==> config.mk <==
export PLATFORM = sky130hd
export DESIGN_NAME = laser_rx_deframer
export DESIGN_NICKNAME = d
export VERILOG_FILES = /design/src/rtl/laser_rx_deframer.sv
export SDC_FILE = /design/constraint.sdc
export NUM_CORES = 2
export LEC_CHECK = 0
export ABC_AREA = 1
export CAP_MARGIN = 20
export CELL_PAD_IN_SITES_DETAIL_PLACEMENT = 1
export CELL_PAD_IN_SITES_GLOBAL_PLACEMENT = 1
export CORE_UTILIZATION = 30
export CTS_CLUSTER_DIAMETER = 200
export DETAILED_ROUTE_END_ITERATION = 6
export PLACE_DENSITY = 0.47
export SLEW_MARGIN = 10
export SYNTH_ARGS = -nofsm -noshare
export SYNTH_HDL_FRONTEND = slang
export SYNTH_SLANG_ARGS = --single-unit
==> constraint.sdc <==
create_clock -name clock -period 9.9 [get_ports clock]
set_clock_uncertainty 0.05 [all_clocks]
set_input_delay 1.98 -clock clock [delete_from_list [all_inputs] [get_ports clock]]
set_output_delay 1.98 -clock clock [all_outputs]
set_load 0.05 [all_outputs]
==> src/rtl/laser_rx_deframer.sv <==
// Laser photodiode byte receiver and packet deframer feeding the FTDI write path.
// Build option LASER_RX_CHECKSUM_EN adds a trailing XOR checksum byte per packet.
module laser_rx_deframer #(
    parameter int unsigned CLKS_PER_BIT = 8,
    parameter int unsigned PKT_LEN      = 512,
    parameter logic [7:0]  SYNC         = 8'hA5
) (
    input  logic       clock,
    input  logic       reset,
    input  logic       en,
    input  logic       laser_rx,
    output logic [7:0] data_wr,
    output logic       data_wr_valid,
    input  logic       data_wr_read,
    output logic [9:0] rx_ct,
    output logic       pkt_done,
    output logic       frame_err,
    output logic       crc_err
);
    localparam int unsigned CW  = 10;
    localparam int unsigned BCW = $clog2(CLKS_PER_BIT);
    localparam int unsigned AW  = (PKT_LEN > 1) ? $clog2(PKT_LEN) : 1;

    localparam logic [BCW-1:0] HALF_M1 = BCW'(CLKS_PER_BIT / 2 - 1);
    localparam logic [BCW-1:0] FULL_M1 = BCW'(CLKS_PER_BIT - 1);
    localparam logic [CW-1:0]  LEN     = CW'(PKT_LEN);
    localparam logic [CW-1:0]  LAST    = CW'(PKT_LEN - 1);
    localparam logic [AW-1:0]  A0      = '0;

    localparam logic [1:0] RX_IDLE  = 2'd0;
    localparam logic [1:0] RX_START = 2'd1;
    localparam logic [1:0] RX_DATA  = 2'd2;
    localparam logic [1:0] RX_STOP  = 2'd3;

    localparam logic [1:0] PK_HUNT    = 2'd0;
    localparam logic [1:0] PK_PAYLOAD = 2'd1;
`ifdef LASER_RX_CHECKSUM_EN
    localparam logic [1:0] PK_CHECK   = 2'd2;
`endif
    localparam logic [1:0] PK_DRAIN   = 2'd3;

    logic [1:0]     sync_q;
    logic           rx_s;
    logic [1:0]     rx_state, rx_state_nxt;
    logic [BCW-1:0] bit_cnt, bit_cnt_nxt;
    logic [2:0]     bit_idx, bit_idx_nxt;
    logic [7:0]     shreg, shreg_nxt;
    logic           byte_stb, byte_stb_nxt;
    logic [7:0]     byte_q, byte_nxt;
    logic           frame_err_nxt;

    logic [1:0]     pk_state, pk_state_nxt;
    logic [CW-1:0]  rx_ct_nxt;
    logic [CW-1:0]  rd_ptr, rd_ptr_nxt;
    logic [7:0]     data_wr_nxt;
    logic           valid_nxt;
    logic           buf_we;
    logic [AW-1:0]  buf_wa;
    logic [7:0]     buffer [0:(2**AW)-1];
`ifdef LASER_RX_CHECKSUM_EN
    logic [7:0]     csum, csum_nxt;
    logic           crc_err_nxt;
`endif

    assign rx_s     = sync_q[1];
    assign pkt_done = en & data_wr_valid & data_wr_read & (rd_ptr == LAST);

    // Bit receiver: mid-bit sampling, LSB first, one stop bit
    always_comb begin
        rx_state_nxt  = rx_state;
        bit_cnt_nxt   = bit_cnt;
        bit_idx_nxt   = bit_idx;
        shreg_nxt     = shreg;
        byte_stb_nxt  = 1'b0;
        byte_nxt      = byte_q;
        frame_err_nxt = 1'b0;
        case (rx_state)
            RX_IDLE: begin
                if (!rx_s) begin
                    rx_state_nxt = RX_START;
                    bit_cnt_nxt  = '0;
                end
            end
            RX_START: begin
                if (bit_cnt == HALF_M1) begin
                    bit_cnt_nxt  = '0;
                    bit_idx_nxt  = '0;
                    rx_state_nxt = rx_s ? RX_IDLE : RX_DATA;
                end else begin
                    bit_cnt_nxt = bit_cnt + 1'b1;
                end
            end
            RX_DATA: begin
                if (bit_cnt == FULL_M1) begin
                    bit_cnt_nxt = '0;
                    shreg_nxt   = {rx_s, shreg[7:1]};
                    bit_idx_nxt = bit_idx + 1'b1;
                    if (bit_idx == 3'd7) rx_state_nxt = RX_STOP;
                end else begin
                    bit_cnt_nxt = bit_cnt + 1'b1;
                end
            end
            RX_STOP: begin
                if (bit_cnt == FULL_M1) begin
                    bit_cnt_nxt  = '0;
                    rx_state_nxt = RX_IDLE;
                    if (rx_s) begin
                        byte_stb_nxt = 1'b1;
                        byte_nxt     = shreg;
                    end else begin
                        frame_err_nxt = 1'b1;
                    end
                end else begin
                    bit_cnt_nxt = bit_cnt + 1'b1;
                end
            end
            default: rx_state_nxt = RX_IDLE;
        endcase
        if (!en) begin
            rx_state_nxt  = RX_IDLE;
            byte_stb_nxt  = 1'b0;
            frame_err_nxt = 1'b0;
        end
    end

    // Packet framing, buffering and drain toward the FTDI write path
    always_comb begin
        pk_state_nxt = pk_state;
        rx_ct_nxt    = rx_ct;
        rd_ptr_nxt   = rd_ptr;
        data_wr_nxt  = data_wr;
        valid_nxt    = data_wr_valid;
        buf_we       = 1'b0;
        buf_wa       = AW'(rx_ct);
`ifdef LASER_RX_CHECKSUM_EN
        csum_nxt     = csum;
        crc_err_nxt  = 1'b0;
`endif
        case (pk_state)
            PK_HUNT: begin
                if (byte_stb && (byte_q == SYNC)) begin
                    pk_state_nxt = PK_PAYLOAD;
                    rx_ct_nxt    = '0;
`ifdef LASER_RX_CHECKSUM_EN
                    csum_nxt     = '0;
`endif
                end
            end
            PK_PAYLOAD: begin
                if (frame_err) begin
                    pk_state_nxt = PK_HUNT;
                    rx_ct_nxt    = '0;
                end else if (byte_stb && (rx_ct < LEN)) begin
                    buf_we    = 1'b1;
                    rx_ct_nxt = rx_ct + 1'b1;
`ifdef LASER_RX_CHECKSUM_EN
                    csum_nxt  = csum ^ byte_q;
                    if (rx_ct == LAST) pk_state_nxt = PK_CHECK;
`else
                    if (rx_ct == LAST) begin
                        pk_state_nxt = PK_DRAIN;
                        valid_nxt    = 1'b1;
                        rd_ptr_nxt   = '0;
                        // Single-byte packets have not landed in the buffer yet
                        data_wr_nxt  = (rx_ct == '0) ? byte_q : buffer[A0];
                    end
`endif
                end
            end
`ifdef LASER_RX_CHECKSUM_EN
            PK_CHECK: begin
                if (frame_err) begin
                    pk_state_nxt = PK_HUNT;
                    rx_ct_nxt    = '0;
                end else if (byte_stb) begin
                    if (byte_q == csum) begin
                        pk_state_nxt = PK_DRAIN;
                        valid_nxt    = 1'b1;
                        rd_ptr_nxt   = '0;
                        data_wr_nxt  = buffer[A0];
                    end else begin
                        pk_state_nxt = PK_HUNT;
                        rx_ct_nxt    = '0;
                        crc_err_nxt  = 1'b1;
                    end
                end
            end
`endif
            PK_DRAIN: begin
                if (data_wr_valid && data_wr_read) begin
                    if (rd_ptr == LAST) begin
                        pk_state_nxt = PK_HUNT;
                        valid_nxt    = 1'b0;
                        rx_ct_nxt    = '0;
                        rd_ptr_nxt   = '0;
                    end else begin
                        rd_ptr_nxt  = rd_ptr + 1'b1;
                        data_wr_nxt = buffer[AW'(rd_ptr + 1'b1)];
                    end
                end
            end
            default: pk_state_nxt = PK_HUNT;
        endcase
        if (!en) begin
            pk_state_nxt = PK_HUNT;
            valid_nxt    = 1'b0;
            rx_ct_nxt    = '0;
            rd_ptr_nxt   = '0;
            buf_we       = 1'b0;
`ifdef LASER_RX_CHECKSUM_EN
            crc_err_nxt  = 1'b0;
`endif
        end
    end

    always_ff @(posedge clock or posedge reset) begin
        if (reset) begin
            sync_q        <= 2'b11;
            rx_state      <= RX_IDLE;
            bit_cnt       <= '0;
            bit_idx       <= '0;
            shreg         <= '0;
            byte_stb      <= 1'b0;
            byte_q        <= '0;
            frame_err     <= 1'b0;
            pk_state      <= PK_HUNT;
            rx_ct         <= '0;
            rd_ptr        <= '0;
            data_wr       <= 8'h00;
            data_wr_valid <= 1'b0;
`ifdef LASER_RX_CHECKSUM_EN
            csum          <= '0;
            crc_err       <= 1'b0;
`endif
        end else begin
            sync_q        <= {sync_q[0], laser_rx};
            rx_state      <= rx_state_nxt;
            bit_cnt       <= bit_cnt_nxt;
            bit_idx       <= bit_idx_nxt;
            shreg         <= shreg_nxt;
            byte_stb      <= byte_stb_nxt;
            byte_q        <= byte_nxt;
            frame_err     <= frame_err_nxt;
            pk_state      <= pk_state_nxt;
            rx_ct         <= rx_ct_nxt;
            rd_ptr        <= rd_ptr_nxt;
            data_wr       <= data_wr_nxt;
            data_wr_valid <= valid_nxt;
`ifdef LASER_RX_CHECKSUM_EN
            csum          <= csum_nxt;
            crc_err       <= crc_err_nxt;
`endif
        end
    end

`ifndef LASER_RX_CHECKSUM_EN
    assign crc_err = 1'b0;
`endif

    // Payload store; contents are don't-care until written
    always_ff @(posedge clock) begin
        if (buf_we) buffer[buf_wa] <= byte_q;
    end

endmodule

Word level (Yosys, flattened, before mapping)
Memory sizes are Yosys's and may differ from the RTL's.
Cells that the tools add are included.
W data, S select, Z words.

operators by class
  add/sub/neg operators = 4
  $lt $le $gt $ge = 1
  equality and inequality tests = 34
  multiplexer cells = 65
  bitwise logic cells = 3
  reductions and logical operators = 18

operator list
  cell                     number
  $mux W10                 12
  $mux W8                  6
  $ne A3 B3 Y1 const B     11
  $pmux W10 S3             1
  $mux W2                  14
  $add A10 B1 Y10 const B  2
  $eq A10 B9 Y1 const B    2
  $mux W1                  20
  $pmux W10 S2             1
  $reduce_and A5 Y1        4
  $ne A2 B2 Y1 const B     8
  $pmux W8 S2              1
  $mux W3                  5
  $reduce_and A6 Y1        2
  $logic_not A10 Y1        1
  $lt A10 B10 Y1 const B   1
  $pmux W3 S3              1
  $eq A8 B8 Y1 const B     1
  $ne A4 B4 Y1 const B     2
  $pmux W2 S4              1
  $add A3 B1 Y3 const B    2
  $eq A2 B2 Y1 const B     3
  $eq A3 B3 Y1 const B     2
  $pmux W2 S3              1
  13 further kinds         21

word-level totals
  register bits after elaboration = 59
  bits in writable memories = 4,096
  input bits = 5
  output and inout port bits = 22
  logic and storage cells = 139
  memories kept = 1

memory list
  memory  words  bits a word  rd ports  clocked after memory_dff  write ports  line  RTL
  buffer  512    8            2         0                         1            59    logic [7:0] buffer [0:(2**AW)-1];

Longest topological paths before layout
  word-level depth = 8
  depth in mapped cells = 17
  gate-level depth less buffers = 15

Worst setup path after synthesis
OpenSTA, ideal clock, no wires.

  path type = register -> register
  from = reg byte_q[4]
  to = reg rx_ct[7]
  library setup time = 125 ps
  data arrival time = 7,805 ps
  data required time = 9,725 ps
  path slack = 1,920 ps
  stages on the path, launching flop included = 14
  buffers on the path = 0
  clock period less this slack = 7,980 ps
  cell sequence = dfrtp_1 -> inv_1 -> nand4_1 -> nor3_1 -> nand2_1 -> nand3_1 -> nand3b_2 -> nor2_4 -> nand2_2 -> nor2_4 -> nand2_2 -> clkinv_1 -> nand2_1 -> a21oi_1

on the way
  longest elaborated chain between the ends = 4

RTL lines
  item                         line  RTL
  start, declared              49    logic [7:0] byte_q, byte_nxt;
  start signal, assigned       242   byte_q <= byte_nxt;
  $eq A8 B8 Y1                 141   if (byte_stb && (byte_q == SYNC)) begin
  $logic_and A1 B1 Y1          141
  $ne A3 B3 Y1 (no line)       n/a
  $reduce_and A5 Y1 (no line)  n/a
  end signal, assigned         245   rx_ct <= rx_ct_nxt;
  end, declared                15    output logic [9:0] rx_ct,

No other way between the ends.
A chain may end at the register's enable or synchronous reset.

Worst setup path after layout
  from = reg rd_ptr[0]
  to = out pkt_done

on the way
  longest elaborated chain between the ends = 2

RTL lines
  item                    line  RTL
  start, declared         54    logic [CW-1:0] rd_ptr, rd_ptr_nxt;
  start signal, assigned  246   rd_ptr <= rd_ptr_nxt;
  $eq A10 B9 Y1           66    assign pkt_done = en & data_wr_valid & data_wr_read & (rd_ptr == LAST);
  $and A1 B1 Y1           66
  end, declared           16    output logic pkt_done,

No other way between the ends.

==> reports/results.txt <==
TritonCTS built the clock tree. The run gives 4.18 ns as the worst reg-to-reg setup slack. In this design, the stage delay of the slowest critical-path cell is 0.85 ns. The worst setup slack after layout came out at 3.67 ns. Yosys printed 0 warnings.

After detailed routing, the average wire length per cell comes to 26.6 um. The worst-case clock buffer depth came out at 4. Capture point of the worst reg-to-reg path: data_wr[6].

By area the synthesized netlist is led by sky130_fd_sc_hd__edfxtp_1, sky130_fd_sc_hd__nand3_1, sky130_fd_sc_hd__nand2_1, sky130_fd_sc_hd__buf_2, sky130_fd_sc_hd__nor2_1. Of all nets on the critical path, the largest fanout is 40. The final critical delay including setup and external delays is 6.23 ns, and the fraction of synthesized cell area in xor and xnor cells is 0.0304%.

The placement row count was 275; the detailed-router iteration count before antenna repair was 5. STA classifies the critical path endpoint as a primary output. The post-cts hold buffer count was 0. Setup repair after global routing left no endpoint under its margin.

The cell at the root of the clock tree is sky130_fd_sc_hd__clkbuf_16. The largest voltage drop on the vdd net is 0.214 mV, and the count of input and output buffers is 25. STA puts the critical path data arrival time at 4.20 ns. The period utilization works out to 62.9%. In this run the cell area measured after placement is 176000 sq um. The final wirelength is 581000 um. For this configuration, the core starts out at a cell density of 30.1%.

The tools report the count of unresolved DRC violations after routing as 0. The worst hold path depth is 0. The type of the worst setup path was reg -> out.

Post-CTS timing repair inserted 0 buffers for setup. The number of global-route vias before repair was 113000; the overall track demand over capacity in global routing was 20.0%. The endpoint required time on the critical path is 7.87 ns, and the top cell type's share of synthesized area is 72.9%. After Yosys synthesis, full adders, half adders and majority gates account for 0.0815% of the synthesized area. Walking the worst path, the cells encountered are ha_4 -> nand2_2 -> nor2_2 -> nand3_2 -> nor3_4 -> nand3_2 -> nor3_1 -> clkdlybuf4s50_1. For the post-placement worst setup slack, the log shows 3.27 ns. Largest delay contributor family on the critical path: simple AND/OR/NAND/NOR gates. Once detailed placement completed, the half-perimeter wirelength came to 337000 um. The die is 752 um wide. The final count of pins violating max slew is 0, and the area growth from synthesis to layout is 13.4%. The H-tree was split into 5 levels.

The flop and latch count out of synthesis is 4155. The number of nets in the synthesized netlist is 14200. Primary flip-flop cell chosen by synthesis mapping: sky130_fd_sc_hd__edfxtp_1.

The boundary pin count was 27; the depth of the worst register-to-register path was 15. The max-slew headroom at the worst pin is 23.9%, and the static leakage is 65.9 nW. The worst hold path terminates at sync_q[1]. The max capacitance violation total was 0. Once detail routing completed, the nets flagged for antenna violations numbered 0. The number of hold violations in the final report was 0. Post-synthesis cell type with the largest combined area: sky130_fd_sc_hd__edfxtp_1.

The tools report the number of failing setup endpoints in the final timing report as 0. The average size of a mapped cell came out at 11.9 sq um. The area of the mapped netlist came out at 169000 sq um.

Static timing analysis puts the maximum clock frequency at 161 MHz. The post-route netlist has 6.64% of its cells at a drive strength greater than 1. Counting distinct cell types in the post-synthesis netlist gives 38.

The category of the worst setup path launch point is a flip-flop. Summing the areas of all compound-gate instances in the mapped netlist gives 0.263% of the synthesized area. The die is 752 um tall. The class of the tightest hold or removal check is reg -> reg.

CTS saw 4155 sinks. At the pin with the least slew margin, the transition time is 1.14 ns. Counting flops with a built-in enable in the synthesized netlist gives 4096.

The synthesized netlist devotes 22.9% of its cell area to simple gates. Synthesis produced 14200 cells. The first-pass GRT wire length came out at 834000 um. For the number of instances resized during post-cts repair, the log shows 0.

For this block, the via count after detailed routing is 109000. For the number of buffers created by CTS, the log shows 466. The startpoint of the most critical hold path was sync_q[0].

The post-route standard cell area excluding fillers is 191000 sq um, and the proportion of register bits with asynchronous set or reset after synthesis is 1.42%. At the end of routability-driven placement, the weighted congestion stood at 0.769. The largest net degree at the start of global routing was 162; the die area was 566000 sq um. The slowest stage of the critical path is the sky130_fd_sc_hd__clkdlybuf4s50_1 cell. The detailed router's first-iteration violation count came out at 8996. By area, the combinational part of the netlist is dominated by simple AND/OR/NAND/NOR gates. The number of buffer and inverter instances along the worst setup path is 1, and the share of synthesized area occupied by flip-flops and latches is 73.7%. Of the post-synthesis cell area, the part taken by muxes is 0.0200%.

For the worst-skew pair, the clock arrives at the later sink with an insertion delay of 1.05 ns. Placeable core region: 561000 sq um. The logs give 34 for the number of antenna violations at the first check in global routing and 14000 for the count of nets after finishing. By instance count, the cell type seen most on the critical path is sky130_fd_sc_hd__nand3_2. Clock-pin slew was measured on the worst setup and hold paths at 0.06 ns. Fill cells in the final layout number 60000. The power density over the cells is 233 nW/um^2. Summed over all failing endpoints, the final setup total negative slack is 0 ns.

The average via count per standard cell was 4.98. In this run the critical register-to-register path is launched from rd_ptr[0]. The run finished with clean final reports. After global routing the overflow that remains totals 0.
worst register-to-register path, cell delays in order (launching register included):
cell	delay, ns
sky130_fd_sc_hd__dfrtp_4	0.81
sky130_fd_sc_hd__buf_12	0.45
sky130_fd_sc_hd__buf_4	1.02
sky130_fd_sc_hd__buf_4	0.80
sky130_fd_sc_hd__nand2_1	0.19
sky130_fd_sc_hd__nand3_1	0.13
sky130_fd_sc_hd__nand3_1	0.18
sky130_fd_sc_hd__nand3_1	0.20
sky130_fd_sc_hd__nand3_1	0.12
sky130_fd_sc_hd__nand3_1	0.18
sky130_fd_sc_hd__nand3_1	0.35
sky130_fd_sc_hd__nand3_1	0.53
sky130_fd_sc_hd__nand3_1	0.20
sky130_fd_sc_hd__nand2_1	0.19
sky130_fd_sc_hd__nand2_1	0.10
sky130_fd_sc_hd__a21oi_1	0.14
metrics by stage:
stage          total power [W]  hold WS [ns]  std cells  utilization [%]
5_1_grt                 0.0466         0.310      21800             34.2
3_5_place_dp            0.0278         0.299      21000             31.5
3_3_place_gp            0.0278         0.298      21000             31.4
4_1_cts                 0.0453         0.309      21800             34.1
2_1_floorplan           0.0250         0.295      14200                -
6_report                0.0447         0.308      21800             34.2
routing by layer:
metal	up-vias	global-route usage [%]	share of wire (%)
li1	50100	-	-
met1	56000	29.4	48
met2	1933	32.5	46
met3	600	2.03	3.7
met4	0	3.44	1.7
met5	-	0	0
cell usage after synthesis, types with 2 or more instances:
cell type                  instances
sky130_fd_sc_hd__o21ai_0          36
sky130_fd_sc_hd__edfxtp_1       4096
sky130_fd_sc_hd__dfrtp_1          57
sky130_fd_sc_hd__inv_2             5
sky130_fd_sc_hd__nor2_4            4
sky130_fd_sc_hd__o22ai_1          13
sky130_fd_sc_hd__dfstp_2           2
sky130_fd_sc_hd__clkbuf_1        262
sky130_fd_sc_hd__nor4_2            2
sky130_fd_sc_hd__nor3_1           15
sky130_fd_sc_hd__ha_1             11
sky130_fd_sc_hd__inv_1            75
sky130_fd_sc_hd__clkinv_1          3
sky130_fd_sc_hd__o211ai_1          2
sky130_fd_sc_hd__nand3_2           4
sky130_fd_sc_hd__a21oi_1          27
sky130_fd_sc_hd__mux2_2            3
sky130_fd_sc_hd__buf_4            53
sky130_fd_sc_hd__buf_2           622
sky130_fd_sc_hd__xor2_1            4
sky130_fd_sc_hd__nor2_1          556
sky130_fd_sc_hd__buf_1            49
sky130_fd_sc_hd__nand2_1        4215
sky130_fd_sc_hd__o21ai_1           2
sky130_fd_sc_hd__nand2_2           6
sky130_fd_sc_hd__nand3_1        4089
cells in the final DEF (no fill, tap or decap), types with 17 or more instances in the layout:
| master | synthesis | layout |
|---|---|---|
| sky130_fd_sc_hd__edfxtp_1 | 4096 | 4096 |
| sky130_fd_sc_hd__clkbuf_16 | 0 | 470 |
| sky130_fd_sc_hd__inv_1 | 75 | 71 |
| sky130_fd_sc_hd__clkinvlp_4 | 0 | 19 |
| sky130_fd_sc_hd__nor2_1 | 556 | 551 |
| sky130_fd_sc_hd__bufinv_16 | 0 | 51 |
| sky130_fd_sc_hd__buf_12 | 0 | 42 |
| sky130_fd_sc_hd__a21oi_1 | 27 | 27 |
| sky130_fd_sc_hd__nand2_4 | 0 | 17 |
| sky130_fd_sc_hd__dfrtp_1 | 57 | 48 |
| sky130_fd_sc_hd__clkdlybuf4s50_1 | 0 | 25 |
| sky130_fd_sc_hd__clkbuf_1 | 262 | 93 |
| sky130_fd_sc_hd__o21ai_0 | 36 | 36 |
| sky130_fd_sc_hd__nand2_1 | 4215 | 4198 |
| sky130_fd_sc_hd__clkinv_2 | 0 | 85 |
| sky130_fd_sc_hd__nand3_1 | 4089 | 4089 |
| sky130_fd_sc_hd__buf_4 | 53 | 181 |
| sky130_fd_sc_hd__clkinv_1 | 3 | 108 |
layout make-up:
type	instances	area [sq um]	share of cell area [%]
flip-flops and latches	4155	125000	65.0
multi-input cells	9000	39600	20.7
clock buffers	566	12200	6.35
well taps	7479	9360	4.89
clock inverters	286	2950	1.54
repair buffers	251	2520	1.32
inverters	83	334	0.175
diodes	8	20.0	0.0105
cell families (layout without fill, tap and decap cells):
| family | Yosys count | in the layout |
|---|---|---|
| DFF | 4155 | 4155 |
| buffers and inverters | 1070 | 1186 |
| adders and majority gates | 11 | 11 |
| and+or+nand+nor | 8897 | 8897 |
| xor gates and xnor gates | 5 | 5 |
| AOI/OAI and AO/OA | 83 | 83 |
| muxes | 3 | 3 |
| other | 1 | 9 |
how the worst max path moves through the flow:
| stage | start | depth (start not counted) | slack (ns) | endpoint |
|---|---|---|---|---|
| 4_1_cts | rd_ptr[0] | 8 | 3.60 | pkt_done |
| 5_1_grt | rd_ptr[0] | 8 | 3.49 | pkt_done |
| 3_5_place_dp | en | 10 | 3.27 | buffer[509][2] |
| 2_1_floorplan | byte_q[4] | 13 | 1.92 | rx_ct[7] |
| 3_3_place_gp | en | 10 | 3.28 | buffer[396][0] |
| 6_report | rd_ptr[0] | 8 | 3.67 | pkt_done |
where the power goes:
| group | internal, W | switching [W] |
|---|---|---|
| sequential | 0.0191 | 0.0000894 |
| clock | 0.0100 | 0.00734 |
| combinational | 0.00203 | 0.00616 |
| total | 0.0311 | 0.0136 |
state kept, by name (all words and copies together) (netlist names), 2 cells and up:
| register | count |
|---|---|
| bit_cnt | 3 |
| bit_idx | 3 |
| buffer | 4096 |
| byte_q | 8 |
| data_wr | 8 |
| pk_state | 2 |
| rd_ptr | 10 |
| rx_ct | 10 |
| rx_state | 2 |
| shreg | 8 |
| sync_q | 2 |
No activity file was read; power rests on OpenSTA's default activity.
